==> config.mk <==
export PLATFORM = sky130hd
export DESIGN_NAME = fwd_hazard_unit
export DESIGN_NICKNAME = d
export VERILOG_FILES = /design/src/rtl/fwd_hazard_unit.sv
export SDC_FILE = /design/constraint.sdc
export NUM_CORES = 1
export LEC_CHECK = 0
export ABC_AREA = 1
export CAP_MARGIN = 40
export CORE_ASPECT_RATIO = 1.25
export CORE_MARGIN = 5
export CORE_UTILIZATION = 44
export CTS_CLUSTER_SIZE = 16
export DETAILED_ROUTE_END_ITERATION = 16
export GPL_TIMING_DRIVEN = 1
export PLACE_DENSITY_LB_ADDON = 0.05
export SLEW_MARGIN = 10
export SYNTH_ARGS = -nofsm -noshare
export SYNTH_HDL_FRONTEND = slang
export SYNTH_SLANG_ARGS = --single-unit
==> constraint.sdc <==
create_clock -name clk -period 2.1 [get_ports clk]
set_input_delay 0.63 -clock clk [delete_from_list [all_inputs] [get_ports clk]]
set_output_delay 0.63 -clock clk [all_outputs]
set_load 0.05 [all_outputs]
==> src/rtl/fwd_hazard_unit.sv <==
// rtl/fwd_hazard_unit.sv - EX operand forwarding selects plus load-use / taken-branch hazard control
// Keeps a shadow of destination-register state for the instructions in EX and MEM.
module fwd_hazard_unit #(
  parameter int REG_W = 5
) (
  input  logic             clk,
  input  logic             rst,
  input  logic             id_valid,
  input  logic [REG_W-1:0] id_rs1,
  input  logic [REG_W-1:0] id_rs2,
  input  logic             id_use_rs1,
  input  logic             id_use_rs2,
  input  logic [REG_W-1:0] id_rd,
  input  logic             id_reg_write,
  input  logic             id_mem_read,
  input  logic             ex_branch_taken,
  output logic [1:0]       forward_a,
  output logic [1:0]       forward_b,
  output logic             stall_if,
  output logic             stall_id,
  output logic             flush_id,
  output logic             bubble_ex
);

  // WB needs no shadow: the write-first register file already covers that distance.
  logic             ex_valid, ex_we, ex_mr;
  logic [REG_W-1:0] ex_rd;
  logic             mem_valid, mem_we;
  logic [REG_W-1:0] mem_rd;

  logic       lu;
  logic       insert_bubble;
  logic       ex_fwd_ok, mem_fwd_ok;
  logic [1:0] fa_next, fb_next;

  always_comb begin
    lu = ex_valid & ex_mr & (ex_rd != '0) & id_valid &
         ((id_use_rs1 & (id_rs1 == ex_rd)) | (id_use_rs2 & (id_rs2 == ex_rd)));
  end

  assign flush_id  = ~rst & ex_branch_taken;
  assign bubble_ex = ~rst & (ex_branch_taken | lu);
  assign stall_if  = ~rst & lu & ~ex_branch_taken;
  assign stall_id  = stall_if;

  assign insert_bubble = ex_branch_taken | lu | ~id_valid;

  // A load in EX cannot supply its data yet; its consumer is caught by the load-use stall.
  assign ex_fwd_ok  = ex_valid & ex_we & ~ex_mr & (ex_rd != '0);
  assign mem_fwd_ok = mem_valid & mem_we & (mem_rd != '0);

  always_comb begin
    fa_next = 2'b00;
    fb_next = 2'b00;
    if (!insert_bubble) begin
      if (id_use_rs1) begin
        if (ex_fwd_ok && (ex_rd == id_rs1))        fa_next = 2'b10;
        else if (mem_fwd_ok && (mem_rd == id_rs1)) fa_next = 2'b01;
      end
      if (id_use_rs2) begin
        if (ex_fwd_ok && (ex_rd == id_rs2))        fb_next = 2'b10;
        else if (mem_fwd_ok && (mem_rd == id_rs2)) fb_next = 2'b01;
      end
    end
  end

  always_ff @(posedge clk) begin
    if (rst) begin
      ex_valid  <= 1'b0;
      ex_we     <= 1'b0;
      ex_mr     <= 1'b0;
      ex_rd     <= '0;
      mem_valid <= 1'b0;
      mem_we    <= 1'b0;
      mem_rd    <= '0;
      forward_a <= 2'b00;
      forward_b <= 2'b00;
    end else begin
      mem_valid <= ex_valid;
      mem_we    <= ex_we;
      mem_rd    <= ex_rd;
      if (insert_bubble) begin
        ex_valid <= 1'b0;
        ex_we    <= 1'b0;
        ex_mr    <= 1'b0;
        ex_rd    <= '0;
      end else begin
        ex_valid <= 1'b1;
        ex_we    <= id_reg_write;
        ex_mr    <= id_mem_read;
        ex_rd    <= id_rd;
      end
      forward_a <= fa_next;
      forward_b <= fb_next;
    end
  end

endmodule

==> metrics.cfg <==
[setup_path]
cp_num_buf_inv=3
critPathTopFamily=simple AND/OR/NAND/NOR gates
timing.reg2reg.setup_slack_ns=0.70
cp_data_required_time_ns=1.47
end_kind=primary output
reg2reg_from=ex_rd[0]$_SDFF_PP0_
worstPathArrival_ns=1.70
crit_path_frequent_cell=nand2_1
cp_slowest_cell=nor3_4
r2r-end=ex_rd[1]$_SDFF_PP0_
reg2reg_depth=10
worstPathCellList=buf_6 > inv_2 > nand2_1 > nand2_1 > nor2_2 > nand4_1 > nand2_2 > nand2_4 > nor3_4 > buf_12
critPathLaunchType=input pin
cp_slowest_stage_delay_ns=0.22
cp_max_fo=3
worst-setup-path-type=input pin to primary output

[synthesis]
synth_top_family_by_area=simple AND/OR/NAND/NOR gates
syn_avg_cell_area_sq_um=6.76
ys_seq_area_share_pct=39.6
synthMuxAreaShare_pct=0
ys_warn_count=0
synth_cells=142
post_synth_and_or_nand_nor_area_fraction_pct=38.7
synthesis.nets=165
netlist_area_sq_um=960
synth-compound-area-share_pct=0.522
synth-xor-area-share_pct=8.21
ys_ff_latch=19
synth-adder-area-share_pct=0
netlist-cell-type-count=18

[power_and_ir_drop]
vdd_drop_max_mv=0.384
power.total_uw=726
powerDensity_nw_per_um2=467
leakage_uw=0.000772

[cells_and_area]
area_delta_synth_final_pct=62.1
antenna_cells=0
layout.nets=221
drive_gt1_share_pct=35.0

[place]
port-buffer-count=30
place_congestion=0.857
dp_hpwl_um=1930

[clock_network]
clock_sinks=19
cts.path.max_buffers=2
clkSlewWorstSetupHoldPaths_ns=0.10
cts_buffers=3
insertion_delay_ns=0.29
h-tree-depth=1
cts_tree=built
cts_root_buffer=clkbuf_4
hold_buffers=0

[global_routing]
overflow=0
grt_max_degree=11
antenna_found_initial=0
grt_pass1_vias=1030
grt_usage_pct=17.1
grt_pass1_wl_um=4320

[sta]
setup_slack_ns=-0.231
tightest_slew_ns=0.494
drv_slew=0
rsz0062_at_grt=yes
finalSetupViolCount=3
finalCritPeriodShare_pct=111
fin_crit_ns=2.33
fin_setup_tns_ns=-0.692
max_freq_mhz=429
clock_skew_ns=0.00589
fin_hold_ws_ns=0.450
hold_viol_final=0
slew_headroom_pct=67.0

[floorplan]
io_pins=31
rows=19
dieArea_sq_um=3220
start_util_pct=44.9
dieHeight_um=62.2
fp.dieW_um=51.8
core_area_sq_um=2140

[detailed_routing]
dr.pass1.iters=4
detail-route-antenna-nets=0
wl_per_cell_um=11.9
drc=0
vias=1057
drt-vias-per-instance=4.85
wl_um=2590
drtIter0Drc=22

[run]
drv_cap=0

[outcome]
status=complete, but fails checks
violations=setup timing

[hold_path]
worstHoldPathCells=2
whs_endpoint=mem_we$_SDFF_PP0_
min_from=ex_we$_SDFF_PP0_
worstHoldPathType=flip-flop to flip-flop

[cell usage in the layout (no fill, tap or decap), drive strengths merged]
cell	instances
xnor2	6
nand3	4
nand4	9
inv	30
clkbuf	4
nor3	4
clkdlybuf4s50	11
a21oi	1
buf	37
nor4	2
nand2	36
nor2	26
xor2	3
dfxtp	19
dlygate4sd2	5
[logic make-up after synthesis]
logic type / Yosys count
simple gates: 81
compound gates: 1
buf+inv: 32
xor+xnor: 9
flops: 19
[worst reg2reg max path, cell delays in order (launching register included)]
cell and delay [ns]:
dfxtp_2 0.37, inv_2 0.06, nand2_1 0.05, nand2_1 0.07, nor2_2 0.16, nand4_1 0.11, nand2_2 0.10, nand2_4 0.06
buf_4 0.15, nand4_4 0.10, nor2_1 0.06
[cell usage after synthesis, drive strengths merged]
library cell,count,area [sq um]
xor2,3,26.3
a21oi,1,5.00
nor3,4,25.0
nand3,4,20.0
xnor2,6,52.6
nand2,36,145
buf,2,11.3
nor4,2,12.5
dfxtp,19,380
inv,30,113
nand4,9,71.3
nor2,26,97.6
[final cells by class]
class / instances / area (sq um)
clock buffer: 4 / 26.3
multi-input combinational: 91 / 513
timing repair buffer: 53 / 485
tap: 21 / 26.3
sequential: 19 / 389
inverter: 30 / 115
fill: 172 / 584
[worst max-delay path by stage]
| stage | start | to | cells after the start | slack (ns) |
|---|---|---|---|---|
| final | id_rs2[0] | stall_id | 10 | -0.23 |
| after global routing | ex_rd[0]$_SDFF_PP0_ | stall_id | 9 | -0.35 |
| after CTS | id_rs1[1] | stall_id | 8 | -0.29 |
| after detailed placement | id_rs1[3] | stall_id | 10 | -0.71 |
| after global placement | id_rs2[0] | stall_id | 10 | -0.65 |
| after floorplan | id_rs1[1] | stall_if | 7 | -0.39 |
[repair_timing]
| item | in CTS | in global routing |
|---|---|---|
| gates resized for setup | 64 | 8 |
| pin swaps | 15 | 9 |
| setup endpoints to repair | 4 | 3 |
| setup buffers | 12 | 1 |
[per-stage QoR]
step           instances  worst slack (ns)  utilization, %  instance area [sq um]
2_1_floorplan        142            -0.391               -                    975
3_3_place_gp         201            -0.654            65.7                   1410
3_5_place_dp         201            -0.709            65.7                   1410
4_1_cts              217            -0.295            71.6                   1530
5_1_grt              218            -0.348            72.7                   1560
6_report             218            -0.231            72.7                   1560
[state kept, by name, indices dropped and copies added (netlist names)]
name	count
ex_rd	5
mem_rd	5
forward_a	2
forward_b	2
ex_mr	1
ex_valid	1
ex_we	1
mem_valid	1
mem_we	1
[layer usage]
metal / wire length (um) / GRT usage, % / share of wire, % / up-vias
li1: - / - / - / 535
met1: 931 / 18.6 / 36 / 479
met2: 1420 / 30.9 / 55 / 35
met3: 143 / 3.11 / 5.5 / 8
met4: 92 / 7.54 / 3.6 / 0
met5: 0 / 0 / 0 / -
[report_power, final]
group	switching [uW]	leakage [uW]	internal (uW)
clock	110	0.0000150	73.8
sequential	6.18	0.000157	366
combinational	76.8	0.000600	92.7
total	193	0.000772	533
Power figures use the tool's default switching activity.
